**config.mk**
```make
export PLATFORM = sky130hd
export DESIGN_NAME = qspi_xip_flash_responder_flat
export DESIGN_NICKNAME = d
export VERILOG_FILES = /design/src/rtl/qspi_xip_flash_responder_if.sv /design/src/rtl/qspi_xip_flash_responder.sv /design/src/flat_wrapper.sv
export SDC_FILE = /design/constraint.sdc
export NUM_CORES = 1
export LEC_CHECK = 0
export CAP_MARGIN = 20
export CELL_PAD_IN_SITES_DETAIL_PLACEMENT = 1
export CELL_PAD_IN_SITES_GLOBAL_PLACEMENT = 2
export CORE_MARGIN = 2
export CORE_UTILIZATION = 34
export CTS_BUF_LIST = sky130_fd_sc_hd__clkbuf_8
export CTS_CLUSTER_SIZE = 10
export DETAILED_ROUTE_END_ITERATION = 10
export HOLD_SLACK_MARGIN = 0.06
export PLACE_DENSITY = 0.84
export SETUP_SLACK_MARGIN = 0.4
export SKIP_CTS_REPAIR_TIMING = 1
export SKIP_LAST_GASP = 1
export SYNTH_ARGS = -nofsm -noshare
export SYNTH_HDL_FRONTEND = slang
export SYNTH_SLANG_ARGS = --single-unit
```
**constraint.sdc**
```tcl
create_clock -name HCLK -period 2.15 [get_ports HCLK]
set_input_delay 0.43 -clock HCLK [delete_from_list [all_inputs] [get_ports HCLK]]
set_output_delay 0.43 -clock HCLK [all_outputs]
set_load 0.02 [all_outputs]
```
**src/rtl/qspi_xip_flash_responder_if.sv**
```systemverilog
// Quad-SPI link between an XIP cache controller and the flash-side responder,
// plus the responder's port to its synchronous byte memory.
interface qspi_xip_flash_responder_if #(
  parameter int unsigned ADDR_WIDTH = 24
);
  logic                  sck;
  logic                  ce_n;
  logic [3:0]            din;
  logic [3:0]            dout;
  logic [3:0]            douten;
  logic [ADDR_WIDTH-1:0] mem_addr;
  logic                  mem_rd;
  logic [7:0]            mem_rdata;

  // Responder (flash) side
  modport slave (
    input  sck, ce_n, din, mem_rdata,
    output dout, douten, mem_addr, mem_rd
  );

  // Controller plus backing-memory side
  modport master (
    output sck, ce_n, din, mem_rdata,
    input  dout, douten, mem_addr, mem_rd
  );
endinterface

```
**src/rtl/qspi_xip_flash_responder.sv**
```systemverilog
// Flash-side responder for Fast Read Quad I/O (EBh). sck is oversampled on
// HCLK; reads come from a synchronous byte memory with one-cycle latency.
//
// state    | meaning
// ---------+----------------------------------------------------------
// S_IDLE   | ce_n high, waiting for a transaction
// S_CMD    | shifting 8 command bits on din[0]
// S_ADDR   | shifting 6 address nibbles
// S_MODE   | shifting 2 mode nibbles, decides continuous-read mode
// S_DUMMY  | counting dummy clocks, first rise fetches byte 0
// S_DATA   | driving nibbles on falling sck, prefetching next byte
// S_IGNORE | unsupported command, stay quiet until ce_n rises
module qspi_xip_flash_responder #(
  parameter int unsigned ADDR_WIDTH   = 24,
  parameter int unsigned DUMMY_CLKS   = 4,
  parameter bit          CONT_MODE_EN = 1'b1
) (
  input logic                        HCLK,
  input logic                        HRESETn,
  qspi_xip_flash_responder_if.slave  qspi
);

  typedef enum logic [2:0] {
    S_IDLE, S_CMD, S_ADDR, S_MODE, S_DUMMY, S_DATA, S_IGNORE
  } state_t;

  state_t                state_q, state_d;
  logic [1:0]            sck_sync_q, ce_sync_q;
  logic [3:0]            din_s1_q, din_s2_q;
  logic                  sck_prev_q;
  logic [7:0]            cnt_q, cnt_d;
  logic [19:0]           sr_q, sr_d;
  logic [ADDR_WIDTH-1:0] mem_addr_q, mem_addr_d;
  logic                  mem_rd_q, mem_rd_d;
  logic                  rd_pend_q;
  logic [7:0]            pre_q;
  logic [3:0]            hold_q, hold_d;
  logic                  nib_lo_q, nib_lo_d;
  logic                  cont_q, cont_d;
  logic [3:0]            dout_q, dout_d;
  logic [3:0]            douten_q, douten_d;
  logic                  ce_s, rise, fall;

  assign ce_s = ce_sync_q[1];
  assign rise = sck_sync_q[1] & ~sck_prev_q;
  assign fall = ~sck_sync_q[1] & sck_prev_q;

  assign qspi.dout     = dout_q;
  assign qspi.douten   = douten_q;
  assign qspi.mem_addr = mem_addr_q;
  assign qspi.mem_rd   = mem_rd_q;

  // Pin synchronisers, edge history and the memory-read capture path.
  // ce_n resets to its inactive level so no transaction starts out of reset.
  always_ff @(posedge HCLK or negedge HRESETn) begin
    if (!HRESETn) begin
      sck_sync_q <= 2'b00;
      ce_sync_q  <= 2'b11;
      din_s1_q   <= 4'h0;
      din_s2_q   <= 4'h0;
      sck_prev_q <= 1'b0;
      rd_pend_q  <= 1'b0;
      pre_q      <= 8'h00;
    end else begin
      sck_sync_q <= {sck_sync_q[0], qspi.sck};
      ce_sync_q  <= {ce_sync_q[0], qspi.ce_n};
      din_s1_q   <= qspi.din;
      din_s2_q   <= din_s1_q;
      sck_prev_q <= sck_sync_q[1];
      rd_pend_q  <= mem_rd_q;
      if (rd_pend_q) pre_q <= qspi.mem_rdata;
    end
  end

  // FSM and datapath registers.
  always_ff @(posedge HCLK or negedge HRESETn) begin
    if (!HRESETn) begin
      state_q    <= S_IDLE;
      cnt_q      <= 8'h00;
      sr_q       <= 20'h0;
      mem_addr_q <= '0;
      mem_rd_q   <= 1'b0;
      hold_q     <= 4'h0;
      nib_lo_q   <= 1'b0;
      cont_q     <= 1'b0;
      dout_q     <= 4'h0;
      douten_q   <= 4'h0;
    end else begin
      state_q    <= state_d;
      cnt_q      <= cnt_d;
      sr_q       <= sr_d;
      mem_addr_q <= mem_addr_d;
      mem_rd_q   <= mem_rd_d;
      hold_q     <= hold_d;
      nib_lo_q   <= nib_lo_d;
      cont_q     <= cont_d;
      dout_q     <= dout_d;
      douten_q   <= douten_d;
    end
  end

  // Next-state and output decode; ce_n high overrides any sck edge.
  // The low nibble is kept in hold_q when the high nibble goes out, so the
  // prefetch landing in pre_q cannot disturb the byte being transmitted.
  always_comb begin
    state_d    = state_q;
    cnt_d      = cnt_q;
    sr_d       = sr_q;
    mem_addr_d = mem_addr_q;
    mem_rd_d   = 1'b0;
    hold_d     = hold_q;
    nib_lo_d   = nib_lo_q;
    cont_d     = cont_q;
    dout_d     = dout_q;
    douten_d   = douten_q;
    if (ce_s) begin
      state_d  = S_IDLE;
      cnt_d    = 8'h00;
      nib_lo_d = 1'b0;
      dout_d   = 4'h0;
      douten_d = 4'h0;
    end else begin
      case (state_q)
        S_IDLE: begin
          // cont flag survives only if this transaction completes its mode phase
          state_d = cont_q ? S_ADDR : S_CMD;
          cont_d  = 1'b0;
          cnt_d   = 8'h00;
        end
        S_CMD: if (rise) begin
          sr_d  = {sr_q[18:0], din_s2_q[0]};
          cnt_d = cnt_q + 8'd1;
          if (cnt_q == 8'd7) begin
            cnt_d   = 8'h00;
            state_d = (sr_d[7:0] == 8'hEB) ? S_ADDR : S_IGNORE;
          end
        end
        S_ADDR: if (rise) begin
          sr_d  = {sr_q[15:0], din_s2_q};
          cnt_d = cnt_q + 8'd1;
          if (cnt_q == 8'd5) begin
            cnt_d      = 8'h00;
            mem_addr_d = ADDR_WIDTH'({sr_q[19:0], din_s2_q});
            state_d    = S_MODE;
          end
        end
        S_MODE: if (rise) begin
          sr_d  = {sr_q[15:0], din_s2_q};
          cnt_d = cnt_q + 8'd1;
          if (cnt_q == 8'd1) begin
            cnt_d   = 8'h00;
            cont_d  = CONT_MODE_EN && (sr_d[5:4] == 2'b10);
            state_d = S_DUMMY;
          end
        end
        S_DUMMY: if (rise) begin
          if (cnt_q == 8'd0) mem_rd_d = 1'b1;
          cnt_d = cnt_q + 8'd1;
          if (cnt_q == 8'(DUMMY_CLKS - 1)) begin
            cnt_d    = 8'h00;
            nib_lo_d = 1'b0;
            state_d  = S_DATA;
          end
        end
        S_DATA: if (fall) begin
          douten_d = 4'hF;
          if (!nib_lo_q) begin
            dout_d     = pre_q[7:4];
            hold_d     = pre_q[3:0];
            mem_addr_d = mem_addr_q + ADDR_WIDTH'(1);
            mem_rd_d   = 1'b1;
            nib_lo_d   = 1'b1;
          end else begin
            dout_d   = hold_q;
            nib_lo_d = 1'b0;
          end
        end
        S_IGNORE: ;
        default: state_d = S_IDLE;
      endcase
    end
  end

endmodule

```
**src/flat_wrapper.sv**
```systemverilog
// flat-port wrapper written by rule: the top's interface ports become plain ports
module qspi_xip_flash_responder_flat 
#(
  parameter int unsigned ADDR_WIDTH   = 24,
  parameter int unsigned DUMMY_CLKS   = 4,
  parameter bit          CONT_MODE_EN = 1'b1
)
  (HCLK, HRESETn, qspi_sck, qspi_ce_n, qspi_din, qspi_mem_rdata, qspi_dout, qspi_douten, qspi_mem_addr, qspi_mem_rd);
  qspi_xip_flash_responder_if #(.ADDR_WIDTH(ADDR_WIDTH)) qspi_i ();
  input logic HCLK;
  input logic HRESETn;
  input wire logic [$bits(qspi_i.sck)-1:0] qspi_sck;
  input wire logic [$bits(qspi_i.ce_n)-1:0] qspi_ce_n;
  input wire logic [$bits(qspi_i.din)-1:0] qspi_din;
  input wire logic [$bits(qspi_i.mem_rdata)-1:0] qspi_mem_rdata;
  output wire logic [$bits(qspi_i.dout)-1:0] qspi_dout;
  output wire logic [$bits(qspi_i.douten)-1:0] qspi_douten;
  output wire logic [$bits(qspi_i.mem_addr)-1:0] qspi_mem_addr;
  output wire logic [$bits(qspi_i.mem_rd)-1:0] qspi_mem_rd;
  assign qspi_i.sck = qspi_sck;
  assign qspi_i.ce_n = qspi_ce_n;
  assign qspi_i.din = qspi_din;
  assign qspi_i.mem_rdata = qspi_mem_rdata;
  assign qspi_dout = qspi_i.dout;
  assign qspi_douten = qspi_i.douten;
  assign qspi_mem_addr = qspi_i.mem_addr;
  assign qspi_mem_rd = qspi_i.mem_rd;
  qspi_xip_flash_responder #(.ADDR_WIDTH(ADDR_WIDTH), .DUMMY_CLKS(DUMMY_CLKS), .CONT_MODE_EN(CONT_MODE_EN)) u_core (.HCLK(HCLK), .HRESETn(HRESETn), .qspi(qspi_i));
endmodule
```
# Yosys cells after proc, flatten, opt, wreduce, memory -nomap -nowiden
# Index checks and enable logic that the tools add are counted.
dict set report classes {
  reduce_logical 19
  multipliers 0
  bitwise 6
  muxes 51
  n_shift 0
  n_div 0
  add_sub_neg 2
  eq_ne 30
  order_cmp 0
}
# operator count
set ops {}
lappend ops {{$mux W24} 4}
lappend ops {{$mux W8} 9}
lappend ops {{$pmux W24 S2} 1}
lappend ops {{$mux W20} 2}
lappend ops {{$pmux W20 S2} 1}
lappend ops {{$pmux W8 S5} 1}
lappend ops {{$mux W3} 10}
lappend ops {{$mux W4} 7}
lappend ops {{$ne A3 B1 Y1 const B} 9}
lappend ops {{$add A24 B1 Y24 const B} 1}
lappend ops {{$pmux W3 S6} 1}
lappend ops {{$eq A8 B3 Y1 const B} 2}
lappend ops {{$ne A2 B1 Y1 const B} 8}
lappend ops {{$reduce_and A4 Y1} 4}
lappend ops {{$mux W1} 11}
lappend ops {{$reduce_bool A2 Y1} 5}
lappend ops {{$eq A3 B3 Y1 const B} 3}
lappend ops {{$reduce_and A9 Y1} 1}
lappend ops {{$add A8 B1 Y8 const B} 1}
lappend ops {{$eq A8 B1 Y1 const B} 1}
lappend ops {{$eq A8 B2 Y1 const B} 1}
lappend ops {{$eq A8 B8 Y1 const B} 1}
lappend ops {{$logic_not A8 Y1} 1}
lappend ops {{$eq A3 B2 Y1 const B} 2}
lappend ops {{14 further kinds} 21}
dict set report totals {
  ff_bits 92
  memories 0
  romBits 0
  output_inout_bits 33
  inputBits 16
  mem_bits_rw 0
  word_cells 125
  latchBits 0
}

# Depth between registers and ports, before layout
# Gate-level depths: netlist (run 1).
dict set report depth {
  ltp_word 6
  mapped_depth 9
  depth_no_buf 7
}

# Least setup slack after synthesis (run 1)
# Ideal clock, no wire load.
dict set report synth_path {
  path_kind {flip-flop to flip-flop}
  startpoint {reg u_core.mem_addr_q[0] (netlist: u_core.qspi.mem_addr[0])}
  endpoint {reg u_core.mem_addr_q[18] (netlist: u_core.qspi.mem_addr[18])}
  required_ns 2.029
  setup_time_ns 0.121
  t_arrival_ns 2.095
  stages_incl_launch_ff 8
  synth_period_minus_slack_ns 2.216
  path_buffers 1
  path_slack_ns -0.066
  path_cell_list {dfrtp_1 -> ha_1 -> and4_1 -> clkbuf_1 -> nor4b_2 -> nand4_1 -> o22a_1 -> o22a_1}
}
dict set report synth_via {
  elab_chain_len 4
}
# item line_no
set synth_rtl {}
lappend synth_rtl {{start, declared} qspi_xip_flash_responder.sv:33} ;# logic [ADDR_WIDTH-1:0] mem_addr_q, mem_addr_d;
lappend synth_rtl {{start signal, assigned} qspi_xip_flash_responder.sv:92} ;# mem_addr_q <= mem_addr_d;
lappend synth_rtl {{$add A24 B1 Y24} qspi_xip_flash_responder.sv:170} ;# mem_addr_d = mem_addr_q + ADDR_WIDTH'(1);
lappend synth_rtl {{$mux W24} qspi_xip_flash_responder.sv:167} ;# if (!nib_lo_q) begin
lappend synth_rtl {{$mux W24} qspi_xip_flash_responder.sv:165} ;# S_DATA: if (fall) begin
lappend synth_rtl {{$pmux W24 S2} qspi_xip_flash_responder.sv:123} ;# case (state_q)
# No other way between the ends. The select of a mux whose other input is x is not followed.
# A chain may end at the register's enable or synchronous reset.

# Worst setup path after layout (run 1)
dict set report layout_path {
  startpoint {reg u_core.cnt_q[7]}
  endpoint {reg u_core.mem_addr_q[10] (netlist: u_core.qspi.mem_addr[10])}
}
dict set report layout_via {
  elab_chain_len 3
}
# item line_no
set layout_rtl {}
lappend layout_rtl {{start, declared} qspi_xip_flash_responder.sv:31} ;# logic [7:0] cnt_q, cnt_d;
lappend layout_rtl {{start signal, assigned} qspi_xip_flash_responder.sv:90} ;# cnt_q <= cnt_d;
lappend layout_rtl {{$eq A8 B3 Y1} qspi_xip_flash_responder.sv:141} ;# if (cnt_q == 8'd5) begin
lappend layout_rtl {{$ne A2 B1 Y1 (no line)} n/a}
lappend layout_rtl {{$reduce_and A6 Y1 (no line)} n/a}
# No other way between the ends.

==> results of run 1 <==
==> cell type report <==
type                    instances  area (um2)  area share
clock buffers                   9         124      0.0200
clock inverters                 7        76.3      0.0123
inverters                       7        26.3     0.00424
multi-input cells             345        2480       0.400
flip-flops and latches         89        2240       0.360
well taps                     180         225      0.0363
repair buffers                104        1030       0.166
==> cell usage in the layout, fill, tap and decap left out, types with 14 or more instances in the layout <==
cell type        count
dfrtp_1             82
nand2_1             51
buf_4               46
dlymetal6s2s_1      33
o21ai_0             31
nor2_1              28
mux2i_1             25
a21oi_1             17
clkdlybuf4s50_1     14
==> state kept, by name (all words and copies together) (netlist names), 2 cells and up <==
register              count
u_core.din_s1_q           4
u_core.ce_sync_q          2
u_core.qspi.dout          4
u_core.pre_q              8
u_core.din_s2_q           4
u_core.state_q            3
u_core.qspi.mem_addr     24
u_core.sr_q              20
u_core.sck_sync_q         2
u_core.hold_q             4
u_core.cnt_q              8
==> worst max-delay path, cell delays in order, from the launching register on <==
cell and delay (ps):
dfrtp_1 390, or4_4 560, nand4b_4 190, a2111o_2 560, buf_6 180, a21oi_1 140, o22a_1 160
==> logic make-up (layout without fill, tap and decap cells) <==
logic type               after synthesis  in the layout  synth area share
AO/OA/AOI/OAI                        140            140             0.204
XOR/XNOR                               3              3           0.00557
adder cells (fa/ha/maj)                6              6            0.0154
buffers and inverters                 43            127            0.0443
flip-flops                            89             89             0.473
multiplexers                          38             38            0.0841
AND/OR/NAND/NOR                      158            158             0.174
==> worst paths after layout <==
kind	from	endpoint	slack [ps]
setup reg to reg	u_core.cnt_q[7]	u_core.qspi.mem_addr[10]	-90
setup / recovery	u_core.cnt_q[7]	u_core.qspi.mem_addr[10]	-90
hold / removal	u_core.din_s1_q[1]	u_core.din_s2_q[1]	350
hold reg to reg	u_core.din_s1_q[1]	u_core.din_s2_q[1]	350
max in group asynchronous	HRESETn	u_core.qspi.mem_addr[14]	970
min in group asynchronous	HRESETn	u_core.hold_q[1]	540
==> stage by stage <==
stage / instance area, um2 / power (uW) / setup slack, ps / TNS, ps / cells
detailed placement: 5640 / 4530 / -68.4 / -209 / 712
CTS: 5840 / 5760 / -89.7 / -506 / 728
finish: 6200 / 5880 / -86.7 / -689 / 741
global placement: 5640 / 4440 / -29.7 / -52.1 / 712
global route: 6200 / 6270 / -200 / -2220 / 741
floorplan: 4780 / 3600 / 58.9 / 0 / 477
==> layer usage <==
layer | part of all wire | up-vias | global-route usage
li1 | - | 1918 | -
met1 | 0.43 | 2011 | 0.235
met2 | 0.52 | 57 | 0.318
met3 | 0.027 | 23 | 0.0370
met4 | 0.020 | 0 | 0.0682
met5 | 0 | - | 0
==> power by group through the flow <==
| stage | Clock, uW | Sequential [uW] | Combinational [uW] |
|---|---|---|---|
| 5_1_grt | 1330 | 2420 | 2520 |
| 3_5_place_dp | 0 | 2410 | 2120 |
| 6_report | 1210 | 2370 | 2310 |
| 3_3_place_gp | 0 | 2390 | 2050 |
| 4_1_cts | 1270 | 2370 | 2130 |
| 2_1_floorplan | 0 | 2450 | 1150 |
==> reports/summary.txt, run 1 <==
WL final: 13600 um
slew of the pin with the lowest slew margin: 490 ps
Async SR Flop Fraction: 1.00
flops & latches, synth: 89
Min Clock Period, post-route: 2240 ps
Root Buffer: clkbuf_8
layout cells sized above 1: 0.239
Mapped Cells: 477
WS Path Type: flip-flop to flip-flop
worst hold path class: flip-flop to flip-flop
initial DRC count: 201
crit end category: flip-flop
Main synth FF type: dfrtp_1
max cap viols: 0
Pre-antenna DRT Iters: 4
Synth Cell Area: 4720 um2
# clock sinks: 89
biggest area consumer among synthesized cells: dfrtp_1
# diodes: 0
RSZ-0062 raised after global routing: yes
outcome: complete, but fails checks
first-pass GRT wire length: 21500 um
distinct cell type count after synthesis: 73
H-Tree Depth: 3
register area share after synthesis: 0.473
Longest Clk Path Bufs: 2
Arrival @ worst endpoint: 2570 ps
via count: 4009
number of flops mapped to enable cells by yosys: 0
Layout area overhead: 31.5%
Die Area: 14800 um2
Net Sw Frac: 0.391
final setup vio count: 18
Hold Worst Slack: 354 ps
vias in the first global route: 4206
Reg2Reg Depth: 6
Filler cells: 1543
Worst Path Required: 2480 ps
Startpoint Class: flip-flop
Mean Syn Cell Area: 9.89 um2
GRT overflow: 0
Switching Power: 2300 uW
power share of the combinational group: 0.392
Max Freq: 447 MHz
CTS clk-pin slew, worst paths: 90 ps
Layout Nets: 577
largest net degree at the start of global routing: 46
Syn Nets: 498
pwr dens: 948 nW/um2
Core Util, Final: 0.452
Die X-Extent: 122 um
Die H: 122 um
DR vias/cell: 5.41
total CTS buffers: 9
leakage power: 0.00303 uW
initial antenna violation count: 0
drt wl/cell: 18.3 um
core area: 13700 um2
Int Power: 3580 uW
Initial Utilization: 0.344
# DRC: 0
Synth top area share: 0.461
routability congestion estimate: 0.831
max_slew headroom: 0.673
row cnt: 43
I/O pin count: 49
synth top area cells: dfrtp_1, mux2i_1, nand2_1, o21ai_0, mux2_2
max-slew violation count: 0
maximum VDD drop: 0.453 mV
Yosys warning count: 0
part of the power in registers: 0.402
TritonCTS clock tree: yes
Hold Fails Final Rpt: 0
GRT Total Usage: 0.187
violations in the final reports: negative setup slack
DRT antenna net count: 0
Synth top cells by count: dfrtp_1, nand2_1, o21ai_0
Post-DP HPWL: 9330 um
CP Max Fanout: 8
Cells on Worst Hold Path: 0
final setup margin: -86.7 ps
fin crit share: 1.04
clock share of power: 0.206
most numerous cell in the Yosys netlist: dfrtp_1
Port Buffers: 48
final clock skew: 7.82 ps
Clock Latency Late Sink: 390 ps
(Power assumes the default switching activity.)
==> run 2, diff against run 1 <==
- CTS_CLUSTER_DIAMETER: default -> 150
==> results of run 2 <==
Final layout, timing and power as in run 1 (identical DEF).
==> run 3, diff against run 2 <==
- MAX_ROUTING_LAYER: default -> met4
==> reports/summary.txt, run 3 (synthesized netlist as in run 1, its figures left out) <==
Worst path depth: 8 (+2)
Top Usage Layer GRT: met2
GRT overflow: 0 (unchanged)
Pre-antenna DRT Iters: 4 (unchanged)
max reg flops: 24 (unchanged)
clock share of power: 0.218 (+0.012)
worst hold path class: flip-flop to flip-flop
final clock skew: 13.6 ps (+5.81 ps)
Die Area: 14800 um2 (unchanged)
commonest non-fill, non-tap cell in the layout: dfrtp_1
WS Path Type: flip-flop to flip-flop
Die H: 122 um (unchanged)
Worst Path Required: 2470 ps (about the same)
Min Clock Period, post-route: 2270 ps (+34.6 ps)
DRT antenna net count: 0 (unchanged)
pwr dens: 965 nW/um2 (+1.7%)
slew of the pin with the lowest slew margin: 414 ps (-75.6 ps)
met2 Resource Use GR: 0.304 (-0.0136)
max-slew violation count: 0 (unchanged)
global-route met3 utilization: 0.0267 (-0.0103)
CTS clk-pin slew, worst paths: 100 ps (about the same)
FF-to-FF setup slack: -120 ps (-30 ps)
part of the power in registers: 0.392 (-0.010)
Longest Clk Path Bufs: 2 (unchanged)
Crit path largest cell delay: 530 ps (-30 ps)
most frequent CP cell: buf_6
Hold Fails Final Rpt: 0 (unchanged)
vias in the first global route: 4175 (-0.74%)
maximum VDD drop: 0.885 mV (+96%)
I/O pin count: 49 (unchanged)
Crit path buffers/inverters: 3 (+2)
routability congestion estimate: 0.850 (+2.3%)
DR vias/cell: 5.58 (+3.2%)
fin crit share: 1.06 (+0.0161)
final setup margin: -121 ps (-34.6 ps)
Post-DP HPWL: 9350 um (+0.28%)
Switching Power: 2360 uW (+2.4%)
Layout area overhead: 34.4%
Setup TNS: -2110 ps (-1420 ps)
RSZ-0062 raised after global routing: yes
Max Freq: 440 MHz (-1.5%)
hold-critical path endpoint: u_core.din_s2_q[1]
Cell Chain, Critical Path: or4_4 > nand4b_4 > buf_6 > a2111oi_4 > buf_6 > buf_4 > a21oi_2 > a21oi_1
violations in the final reports: negative setup slack
Final Non-Filler Cells: 749 (+1.1%)
Layout Nets: 585 (+1.4%)
total CTS buffers: 9 (unchanged)
Filler cells: 1517 (-1.7%)
Reg2Reg Depth: 8 (+2)
Arrival @ worst endpoint: 2590 ps (+20 ps)
Initial Utilization: 0.344 (unchanged)
Cells on Worst Hold Path: 0 (unchanged)
via count: 4180 (+4.3%)
multi-input logic area: 2500 um2 (+0.66%)
first-pass GRT wire length: 21700 um (+0.93%)
Int Power: 3760 uW (+5.0%)
core area: 13700 um2 (unchanged)
Seq. cell area: 2240 um2 (+0.34%)
Startpoint Class: flip-flop
slowest CP cell: or4_4
Reg-to-Reg Start: u_core.cnt_q[3]
Crit path max-delay family: simple AND/OR/NAND/NOR gates
H-Tree Depth: 3 (unchanged)
met1 usage: 0.247 (+0.0119)
outcome: complete, but fails checks
row cnt: 43 (unchanged)
# clock sinks: 89 (unchanged)
critical hold path startpoint: u_core.din_s1_q[1]
drt wl/cell: 18.5 um (+0.98%)
crit end category: flip-flop
final setup vio count: 24 (+6)
TritonCTS clock tree: yes
Clock Latency Late Sink: 390 ps (about the same)
Hold Worst Slack: 356 ps (+2.05 ps)
Net Sw Frac: 0.386 (-0.00593)
leakage power: 0.00310 uW (+2.0%)
Die X-Extent: 122 um (unchanged)
Placed Cells: 713 (+0.14%)
commonest cells after routing, fill and taps aside: dfrtp_1, nand2_1, buf_4, dlymetal6s2s_1, o21ai_0
RR Endpoint: u_core.qspi.mem_addr[4]
worst slack, placed: -98.8 ps (-30.4 ps)
max_slew headroom: 0.717 (+0.0433)
WL final: 13900 um (+2.1%)
Root Buffer: clkbuf_8
max cap viols: 0 (unchanged)
# diodes: 0 (unchanged)
largest net degree at the start of global routing: 46 (unchanged)
initial antenna violation count: 0 (unchanged)
layout cells sized above 1: 0.267 (+0.0283)
Port Buffers: 48 (unchanged)
power share of the combinational group: 0.390 (-0.002)
initial DRC count: 216 (+7.5%)
# DRC: 0 (unchanged)
GRT Total Usage: 0.192 (+0.00539)
CP Max Fanout: 6 (-2)
## run 3: changes by cell type in the layout (fill, tap and decap cells not counted), sizes merged
cell | previous run | this run
bufinv | 1 | 2
clkinv | 1 | 3
inv | 11 | 8
dlymetal6s2s | 33 | 32
buf | 56 | 63
clkdlybuf4s50 | 14 | 15
clkbuf | 9 | 10
## run 3: layout make-up
type | instances | share of cell area
multi-input combinational | 345 | 0.394
sequential | 89 | 0.354
timing repair buffer | 112 | 0.176
tap | 180 | 0.0355
clock buffer | 9 | 0.0195
clock inverter | 7 | 0.0162
inverter | 7 | 0.00414
## run 3: power groups by stage
stage	registers (uW)	clock network (uW)	logic [uW]
5_1_grt	2450	1430	2580
4_1_cts	2400	1370	2110
3_3_place_gp	2400	0	2040
3_5_place_dp	2430	0	2100
6_report	2400	1340	2380
2_1_floorplan	2450	0	1150
## run 3: worst max-delay path by stage
| stage | start | endpoint | slack [ps] |
|---|---|---|---|
| after CTS | u_core.cnt_q[7] | u_core.qspi.mem_addr[1] | -140 |
| after global routing | u_core.cnt_q[4] | u_core.qspi.mem_addr[1] | -170 |
| after floorplan | u_core.cnt_q[3] | u_core.qspi.mem_addr[23] | 60 |
| after detailed placement | u_core.cnt_q[7] | u_core.qspi.mem_addr[1] | -100 |
| after global placement | u_core.cnt_q[7] | u_core.qspi.mem_addr[13] | -9 |
| final | u_core.cnt_q[3] | u_core.qspi.mem_addr[4] | -120 |
## run 3: through the flow
| step | utilization | total power [uW] | cell area [um2] |
|---|---|---|---|
| after floorplan | - | 3600 | 4780 |
| after global placement | 0.412 | 4450 | 5660 |
| after detailed placement | 0.412 | 4530 | 5660 |
| after CTS | 0.429 | 5880 | 5880 |
| after global routing | 0.462 | 6460 | 6340 |
| final | 0.462 | 6120 | 6340 |
## run 3: metal layers
layer	vias to the layer above	share of wire
met5	-	0
met4	0	0.025
met3	24	0.029
met2	70	0.50
met1	2158	0.44
li1	1928	-
## run 3: worst reg2reg max path, cell delays in order (launching register included)
cell and delay, ps:
dfrtp_1 410, or4_4 530, nand4b_4 210, buf_6 150, a2111oi_4 390, buf_6 190
buf_4 160, a21oi_2 50, a21oi_1 110
